File: config.mk
export PLATFORM = sky130hd
export DESIGN_NAME = fpu_arbiter
export DESIGN_NICKNAME = d
export VERILOG_FILES = /design/src/rtl/fpu_arbiter.sv
export SDC_FILE = /design/constraint.sdc
export NUM_CORES = 1
export LEC_CHECK = 0
export BUFFER_PORTS_ARGS = -buffer_cell sky130_fd_sc_hd__buf_2
export CORE_MARGIN = 2
export CORE_UTILIZATION = 25
export DETAILED_ROUTE_END_ITERATION = 10
export SYNTH_ARGS = -nofsm -noshare
export SYNTH_HDL_FRONTEND = slang
export SYNTH_SLANG_ARGS = --single-unit
File: constraint.sdc
create_clock -name clk -period 1.5 [get_ports clk]
set_input_delay 0.3 -clock clk [delete_from_list [all_inputs] [get_ports clk]]
set_output_delay 0.3 -clock clk [all_outputs]
set_load 0.1 [all_outputs]
File: src/rtl/fpu_arbiter.sv
`default_nettype none
// ============================================================================
// Module      : fpu_arbiter
// Description : Round-robin arbiter that shares one FPU between NUM_REQ
//               requesters. It runs one operation at a time, returns a tagged
//               response with backpressure and aborts a hung FPU after a
//               bounded wait.
// Revision    : 1.0 - initial release
// ============================================================================
module fpu_arbiter #(
    parameter int NUM_REQ        = 2,
    parameter int ID_W           = 1,
    parameter int TIMEOUT_CYCLES = 64
) (
    input  logic                    clk,
    input  logic                    rst,
    input  logic [NUM_REQ-1:0]      req_valid,
    output logic [NUM_REQ-1:0]      req_ready,
    input  logic [32*NUM_REQ-1:0]   req_a,
    input  logic [32*NUM_REQ-1:0]   req_b,
    input  logic [3*NUM_REQ-1:0]    req_op,
    output logic [31:0]             fpu_a,
    output logic [31:0]             fpu_b,
    output logic [2:0]              fpu_op,
    output logic                    fpu_start,
    input  logic [31:0]             fpu_result,
    input  logic                    fpu_ready,
    output logic                    resp_valid,
    input  logic                    resp_ready,
    output logic [ID_W-1:0]         resp_id,
    output logic [31:0]             resp_data,
    output logic                    resp_err,
    output logic                    busy
);

    localparam int c_TMR_W = $clog2(TIMEOUT_CYCLES) + 1;

    typedef enum logic [1:0] {
        ST_IDLE  = 2'd0,
        ST_ISSUE = 2'd1,
        ST_WAIT  = 2'd2,
        ST_RESP  = 2'd3
    } state_t;

    state_t               r_state;
    state_t               w_state_nxt;
    logic [ID_W-1:0]      r_rr_ptr;
    logic [ID_W-1:0]      r_id;
    logic [31:0]          r_a;
    logic [31:0]          r_b;
    logic [2:0]           r_op;
    logic [31:0]          r_data;
    logic                 r_err;
    logic [c_TMR_W-1:0]   r_timer;

    logic [ID_W:0]        w_scan;
    logic [ID_W-1:0]      w_grant_idx;
    logic                 w_grant_found;
    logic [NUM_REQ-1:0]   w_onehot;
    logic [31:0]          w_sel_a;
    logic [31:0]          w_sel_b;
    logic [2:0]           w_sel_op;
    logic                 w_timeout;
    logic                 w_id_wrap;

    // Round-robin scan: lowest offset from rr_ptr with valid set wins
    always_comb begin
        w_grant_found = 1'b0;
        w_grant_idx   = '0;
        w_scan        = '0;
        for (int k = NUM_REQ - 1; k >= 0; k--) begin
            w_scan = {1'b0, r_rr_ptr} + (ID_W + 1)'(k);
            if (w_scan >= (ID_W + 1)'(NUM_REQ)) begin
                w_scan = w_scan - (ID_W + 1)'(NUM_REQ);
            end
            if (req_valid[w_scan[ID_W-1:0]]) begin
                w_grant_found = 1'b1;
                w_grant_idx   = w_scan[ID_W-1:0];
            end
        end
    end

    assign w_onehot  = {{(NUM_REQ-1){1'b0}}, 1'b1} << w_grant_idx;
    assign w_sel_a   = req_a[32*w_grant_idx +: 32];
    assign w_sel_b   = req_b[32*w_grant_idx +: 32];
    assign w_sel_op  = req_op[3*w_grant_idx +: 3];
    assign w_timeout = (r_timer == c_TMR_W'(TIMEOUT_CYCLES - 1));
    assign w_id_wrap = (r_id == ID_W'(NUM_REQ - 1));

    // State register
    always_ff @(posedge clk or negedge rst) begin
        if (!rst) begin
            r_state <= ST_IDLE;
        end else begin
            r_state <= w_state_nxt;
        end
    end

    // Next-state logic; ready wins over a coinciding timeout
    always_comb begin
        w_state_nxt = r_state;
        case (r_state)
            ST_IDLE: begin
                if (w_grant_found) begin
                    w_state_nxt = w_sel_op[2] ? ST_RESP : ST_ISSUE;
                end
            end
            ST_ISSUE: w_state_nxt = ST_WAIT;
            ST_WAIT: begin
                if (fpu_ready || w_timeout) begin
                    w_state_nxt = ST_RESP;
                end
            end
            ST_RESP: begin
                if (resp_ready) begin
                    w_state_nxt = ST_IDLE;
                end
            end
            default: w_state_nxt = ST_IDLE;
        endcase
    end

    // Grant strobe; gated by reset so no handshake can complete while held
    always_comb begin
        req_ready = '0;
        if (rst && (r_state == ST_IDLE) && w_grant_found) begin
            req_ready = w_onehot;
        end
    end

    // Operand latch, timer, result capture and round-robin pointer update
    always_ff @(posedge clk or negedge rst) begin
        if (!rst) begin
            r_a      <= '0;
            r_b      <= '0;
            r_op     <= '0;
            r_id     <= '0;
            r_data   <= '0;
            r_err    <= 1'b0;
            r_timer  <= '0;
            r_rr_ptr <= '0;
        end else begin
            case (r_state)
                ST_IDLE: begin
                    if (w_grant_found) begin
                        r_a  <= w_sel_a;
                        r_b  <= w_sel_b;
                        r_op <= w_sel_op;
                        r_id <= w_grant_idx;
                        if (w_sel_op[2]) begin
                            r_data <= '0;
                            r_err  <= 1'b1;
                        end
                    end
                end
                ST_ISSUE: r_timer <= '0;
                ST_WAIT: begin
                    if (fpu_ready) begin
                        r_data <= fpu_result;
                        r_err  <= 1'b0;
                    end else if (w_timeout) begin
                        r_data <= '0;
                        r_err  <= 1'b1;
                    end else begin
                        r_timer <= r_timer + 1'b1;
                    end
                end
                ST_RESP: begin
                    if (resp_ready) begin
                        r_rr_ptr <= w_id_wrap ? '0 : r_id + 1'b1;
                    end
                end
                default: ;
            endcase
        end
    end

    assign fpu_a      = r_a;
    assign fpu_b      = r_b;
    assign fpu_op     = r_op;
    assign fpu_start  = (r_state == ST_ISSUE);
    assign resp_valid = (r_state == ST_RESP);
    assign resp_id    = r_id;
    assign resp_data  = r_data;
    assign resp_err   = r_err;
    assign busy       = (r_state != ST_IDLE);

endmodule
`default_nettype wire

# Word-level counts from Yosys, hierarchy flattened
# Index checks and enable logic that the tools add are counted.
[totals]
register_bits = 111
latch_bits = 0
ram_bits = 0
romBits = 0
input_bits = 172
n_memories = 0
[op_classes]
n_addsub = 5
mul = 1
div = 0
magnitude_cmp = 4
eq_ne = 11
n_shift = 4
n_mux = 30
n_bitwise = 0
n_reduce_logical = 12
[ops]
columns = ["cell", "n"]
rows = [
  ["two-way mux 32 bit", 4],
  ["indexed part select 64 x 7 -> 32 bit", 2],
  ["one-hot mux 32 bit (2 select lines)", 1],
  ["two-way mux 1 bit", 15],
  ["two-way mux 7 bit", 2],
  ["one-hot mux 7 bit (2 select lines)", 1],
  ["two-way mux 2 bit", 5],
  ["!= test 2 bit, second input constant", 5],
  ["one-hot mux 2 bit (4 select lines)", 1],
  ["adder 7 x 1 -> 7 bit, second input constant", 1],
  ["== test 7 x 6 -> 1 bit, second input constant", 1],
  ["AND reduction 3 bit", 2],
  ["nonzero test 2 bit", 3],
  ["indexed part select 6 x 4 -> 3 bit", 1],
  ["== test 2 bit, second input constant", 2],
  ["< comparator 1 x 2 -> 1 bit, second input constant", 2],
  ["AND reduction 2 bit", 2],
  ["AND reduction 4 bit", 1],
  ["multiplier 2 x 1 -> 3 bit, first input constant", 1],
  ["!= test 3 bit, second input constant", 1],
  ["adder 1 x 1 -> 2 bit, second input constant", 1],
  ["== test 2 x 1 -> 1 bit, second input constant", 1],
  ["greater-or-equal comparator 1 x 2 -> 1 bit, second input constant", 1],
  ["greater-or-equal comparator 2 bit, second input constant", 1],
  ["8 further kinds", 10],
]

# Depth between registers and ports, before layout
# Gate-level depths: netlist (run 1).
[depth]
word_depth = 12
ltp_mapped = 8
mapped_depth_nobuf = 6

# Worst setup path before layout (run 1)
# OpenSTA, ideal clock, no wires.
[synth_timing]
path_type = "reg-to-output"
from = "register r_state[0]"
to = "output port req_ready[0]"
t_arrival_ps = 2194
path_slack_ps = -994
path_stages_with_launch = 7
cell_sequence = "dfrtp_1 inv_1 ha_1 buf_2 inv_1 nor2_1 and3_1"
[synth_via]
elab_chain_len = 4
[synth_lines]
columns = ["element", "line_no", "source"]
rows = [
  ["start: declaration", "45", "state_t r_state;"],
  ["start signal: assignment", "95", "r_state <= w_state_nxt;"],
  ["logical NOT 2 bit", "126", "if (rst && (r_state == ST_IDLE) && w_grant_found) begin"],
  ["logical AND 1 bit (2 in a row)", "126", ""],
  ["two-way mux 2 bit", "126", ""],
  ["end: declaration", "18", "output logic [NUM_REQ-1:0] req_ready,"],
]
# No other way between the ends.

# Worst setup path after layout (run 1)
# Same ends and word-level chain as after synthesis.

==> results.cfg, run 1 <==
[clock_network]
clk_pin_slew_ps = 80
cts.sinks = 111
cts_buffer_depth = 2
cts_buffers = 9
clk_latency_ps = 360
ctsHoldBuffers = 0
htreeDepth = 3
cts_tree = built
clk_root_buffer_cell = clkbuf_16

[timing]
hold_viol = 0
setup_tns_ps = -7860
setup_viol = 38
maxSlewHeadroom_pct = 60.6
skew_ps = 11.3
rsz0062_at_grt = yes
fin_crit_ps = 1830
final-max-slew-violation-count = 0
period_share_pct = 122
worst_slack_ps = -331
tightest_slew_ps = 591
fmax_mhz = 546

[grt]
grt_pass1_wl_mm = 22.4
first_global_vias = 4312
antenna_found_initial = 0
grt_overflow = 0
grt_start_max_net_pins = 112
grt_use_total_pct = 13.1

[cells_and_area]
fin_area_sq_mm = 0.00750
antenna_cells = 0
drive_gt1_share_pct = 46.8
final_cells = 1021
final_nets = 928
areaGrowthSynthToFinish_pct = 50.2

[yosys]
synth_common_cells = 111 x dfrtp_1, 77 x nand2_1, 67 x mux2i_1, 44 x o21ai_0, 32 x a22o_1
synthMuxAreaShare_pct = 13.4
ys_ff_latch = 111
synth-xor-area-share_pct = 0
synth_edf_count = 0
yosysUniqueCellTypes = 37
ys_warn_count = 0
synthArstFlopShare_pct = 100
yosys.area_share.simple_pct = 9.05
synth_top_family_by_area = compound AO/OA/AOI/OAI gates
syn_area_sq_mm = 0.00499
synth_compound_area_share_pct = 16.1
yosysMostFrequentCell = dfrtp_1
yosys.area.top_type = dfrtp_1
synthCells = 454
ys_seq_area_share_pct = 55.6
syn-num-nets = 631
synth.area.top_cells = dfrtp_1 56%, mux2i_1 13%, nand2_1 5.8%
netlist.area_leader.share_pct = 55.6
synth_fa_ha_area_share_pct = 1.25
synthFlopType = dfrtp_1
syn_area_per_cell_sq_um = 11.0

[die]
die_area_sq_mm = 0.0211
io_pins = 278
die_w_microns = 145
die_y_microns = 145
fp.coreArea_sq_mm = 0.0195
rows = 51
start_util_pct = 25.6

[placement]
post-place-ws_ps = -11.4
io_buffers = 277
placed_cells_incl_taps = 995
post_dp_cell_area_sq_mm = 0.00694
place.detailed.hpwl_mm = 10.6
routabilityCongestion = 0.780

[critical_path]
required_ps = 1200
critical_path_class = reg -> out
crit_path_cell_trace = inv_2, ha_4, clkinvlp_4, nor2_4, and3_4, buf_12
r2r-start = r_state[1]$_DFFE_PN0P_
ff2ff_path_depth = 8
startpoint_type = flip-flop
crit_buf_inv = 3
path_max_fanout = 3
path_delay_family = flip-flops
arrival_ps = 1530
cp_slowest_cell = dfrtp_1
cpPeakStageDelay_ps = 390
endpoint_kind = output pin
r2r-end = resp_data[24]$_DFFE_PN0P_
r2r_slack_ps = -230

[routing]
ant_nets = 0
drtPass1Iterations = 4
vias_per_cell = 4.34
finalWirelength_mm = 14.6
drc = 0
wl_per_cell_microns = 14.3
vias = 4436
drt-initial-drc-count = 198

[hold_path]
hp-class = in -> async

[job]
maxCapViolCount = 0

[status]
status = finished, violations left
violations = negative setup slack
## cell usage in the layout, fill, tap and decap left out, types with 3 or more instances in the layout
cell       netlist  final
buf_2            7    266
dfrtp_1        111    111
nand2_1         77     76
mux2i_1         67     67
o21ai_0         44     43
a22o_1          32     32
o21ai_1         29     30
buf_4            2     29
clkbuf_16        0     12
buf_12           0     11
nor2_1           7      6
a21oi_1          6      5
nand3_1          5      5
buf_6            8      5
clkbuf_4         1      5
and3_4           0      3
nor2b_1          3      3
inv_1            6      3
ha_4             0      3
inv_8            0      3
## cell families (layout without fill, tap and decap cells)
group | Yosys count | in the layout
AOI/OAI and AO/OA | 126 | 126
muxes | 67 | 67
DFF | 111 | 111
and+or+nand+nor | 106 | 106
buffers and inverters | 39 | 341
adders and majority gates | 5 | 5
## registers in the layout (all words and copies together), names as in the netlist
name,count
resp_id,1
resp_err,1
r_state,2
r_rr_ptr,1
fpu_b,32
resp_data,32
fpu_op,3
r_timer,7
fpu_a,32
## per-stage QoR
stage / hold slack (ps) / utilization (%)
6_report: 85.5 / 38.4
5_1_grt: 150 / 38.4
4_1_cts: 121 / 37.6
3_5_place_dp: 462 / 35.5
3_3_place_gp: 451 / 35.5
2_1_floorplan: 4.41 / -
## area by class of cell
cell class              instances  area, sq um
clock inverters                 7          111
flip-flops and latches        111         2780
multi-input cells             304         2090
repair buffers                319         1940
clock buffers                   9          225
fillers                      1947        12000
well taps                     265          332
inverters                       6         26.3
## routing by layer
layer / share of wire (%) / wire, microns / track usage, % / up-vias
met3: 5.0 / 724 / 2.33 / 13
li1: - / - / - / 2200
met5: 0 / 0 / 0 / -
met4: 1.7 / 248 / 4.95 / 0
met2: 50 / 7300 / 22.7 / 146
met1: 43 / 6330 / 16.1 / 2077
## what timing repair did
item | 4_1_cts | 5_1_grt
setup endpoints to repair | 19 | 60
gates cloned | 0 | 4
resized for setup | 8 | 19
setup buffers | 5 | 3
pin swaps | 2 | 5
## how the worst max path moves through the flow
stage                           startpoint  slack [ps]                   endpoint  cells after the start
floorplan           r_state[0]$_DFFE_PN0P_        -570               req_ready[0]                      6
global placement              req_valid[0]          20  resp_data[28]$_DFFE_PN0P_                      6
detailed placement            req_valid[0]         -10  resp_data[10]$_DFFE_PN0P_                      6
CTS                 r_state[1]$_DFFE_PN0P_        -350               req_ready[0]                      6
global route        r_state[0]$_DFFE_PN0P_        -390               req_ready[0]                      6
finish              r_state[0]$_DFFE_PN0P_        -330               req_ready[0]                      6
Power of run 1 is left out: the tool's default activity adds up to more than one toggle a clock period on the data nets, which glitch-free logic cannot reach.
==> run 2, diff against run 1 <==
==> constraint.sdc (replaced) <==
create_clock -name clk -period 1.5 [get_ports clk]
set_input_delay 0.075 -clock clk [delete_from_list [all_inputs] [get_ports clk]]
set_output_delay 0.075 -clock clk [all_outputs]
set_load 0.1 [all_outputs]
==> run 2 against run 1 <==
  * The flow still finishes with violations (negative setup slack)
  * Die area did not move
  * Register-to-register slack better by 20 ps
  * Count of clock-buffer cells in the layout is the same
  * Critical endpoint is now resp_data[23]$_DFFE_PN0P_
==> results.cfg, run 2 (synthesis results as in run 1) <==
[clock_network]
cts_tree = built
cts_buffers = 9
htreeDepth = 3
clk_pin_slew_ps = 80
cts_buffer_depth = 2
clk_root_buffer_cell = clkbuf_16
cts.sinks = 111
clk_latency_ps = 350

[critical_path]
cp_slowest_cell = dfrtp_1
crit_buf_inv = 3
path_delay_family = buffers and inverters
critical_path_class = reg -> reg
cpPeakStageDelay_ps = 390
arrival_ps = 1950
crit_path_cell_trace = inv_2, ha_4, buf_4, o221ai_2, and3_4, bufbuf_16, a22o_1
r2r_slack_ps = -210
startpoint_type = flip-flop
path_max_fanout = 16
endpoint_kind = flip-flop
required_ps = 1740

[timing]
fin_crit_ps = 1710
hold_viol = 0
maxSlewHeadroom_pct = 64.8
final-max-slew-violation-count = 0
worst_slack_ps = -205
skew_ps = 10.2
period_share_pct = 114
setup_viol = 37
tightest_slew_ps = 531
rsz0062_at_grt = yes
fmax_mhz = 586

[grt]
grt_overflow = 0
first_global_vias = 4823
grt_pass1_wl_mm = 25.1
grt_use_total_pct = 14.8
grt_start_max_net_pins = 89
antenna_found_initial = 0

[cells_and_area]
drive_gt1_share_pct = 43.8
fill_cells = 1894
multi_input_area_sq_mm = 0.00209
final_nets = 1008
layout_commonest_cell = buf_2
ff_latch_area_sq_mm = 0.00278
areaGrowthSynthToFinish_pct = 67.4
mostFrequentLayoutCells = 271 x buf_2, 111 x dfrtp_1, 77 x nand2_1
antenna_cells = 0

[routing]
finalWirelength_mm = 16.5
drc = 0
drt-initial-drc-count = 209
vias = 4800
wl_per_cell_microns = 15.0
drtPass1Iterations = 4
ant_nets = 0
vias_per_cell = 4.36

[die]
die_w_microns = 145
rows = 51
fp.coreArea_sq_mm = 0.0195
start_util_pct = 25.6
io_pins = 278
die_area_sq_mm = 0.0211
die_y_microns = 145

[status]
status = finished, violations left
violations = negative setup slack

[placement]
io_buffers = 277
place.detailed.hpwl_mm = 10.7
routabilityCongestion = 0.766
post-place-ws_ps = -53.9

[hold_path]
hp-class = in -> reg

[job]
maxCapViolCount = 0
[run 2: changes by cell type in the layout (fill, tap and decap cells not counted), moves of 4 or more]
cell,before,now
dlygate4sd3_1,0,70
o21ai_1,30,36
mux2i_1,67,63
buf_2,266,271
o21ai_0,43,37
clkbuf_4,5,0
[run 2: cell type report]
cell class                      count  area share [%]
Sequential cell                   111            33.2
Clock inverter                      7           0.644
Clock buffer                        9            2.70
Timing Repair Buffer              399            34.1
Tap cell                          265            3.97
Multi-Input combinational cell    304            25.0
Inverter                            6           0.314
[run 2: timing repair]
action / in CTS / in global routing
endpoints found under the hold margin: 167 / 1
pin swaps: 1 / 1
gates cloned: 3 / 5
setup endpoints to repair: 39 / 99
buffers inserted: 8 / 2
resized for setup: 10 / 19
hold buffers: 69 / 1
[run 2: final timing paths]
| kind | from | endpoint | cells after the start |
|---|---|---|---|
| max | r_state[1]$_DFFE_PN0P_ | resp_data[23]$_DFFE_PN0P_ | 7 |
| min | req_b[26] | fpu_b[26]$_DFFE_PN0P_ | 3 |
| max reg2reg | r_state[1]$_DFFE_PN0P_ | resp_data[23]$_DFFE_PN0P_ | 7 |
| min reg2reg | fpu_op[2]$_DFFE_PN0P_ | fpu_op[2]$_DFFE_PN0P_ | 2 |
| max in group asynchronous | rst | fpu_a[18]$_DFFE_PN0P_ | 3 |
| min in group asynchronous | rst | r_timer[0]$_DFFE_PN0P_ | 3 |
[run 2: metrics by stage]
step | hold WS [ps] | util, % | TNS (ps) | std cells | instance area [sq um]
6_report | 6.77 | 42.8 | -4980 | 1101 | 8360
5_1_grt | 4.84 | 42.8 | -9050 | 1101 | 8360
4_1_cts | 0.0959 | 41.7 | -5480 | 1093 | 8150
3_5_place_dp | 157 | 35.7 | -1120 | 997 | 6980
3_3_place_gp | 148 | 35.7 | -446 | 997 | 6980
2_1_floorplan | -221 | - | -3980 | 454 | 5060
[run 2: worst min-delay path: stages]
cell	delay, ps
buf_2	70
mux2i_1	60
o21ai_1	110
[run 2: layer usage]
metal  up-vias  GRT usage [%]  share of wire (%)  wire, microns
li1       2371              -                  -              -
met1      2220           17.9                 42           6900
met2       175           25.5                 50           8240
met3        34           3.55                5.0            829
met4         0           5.83                3.0            486
met5         -              0                  0              0
Power of run 2 is left out for the same reason.
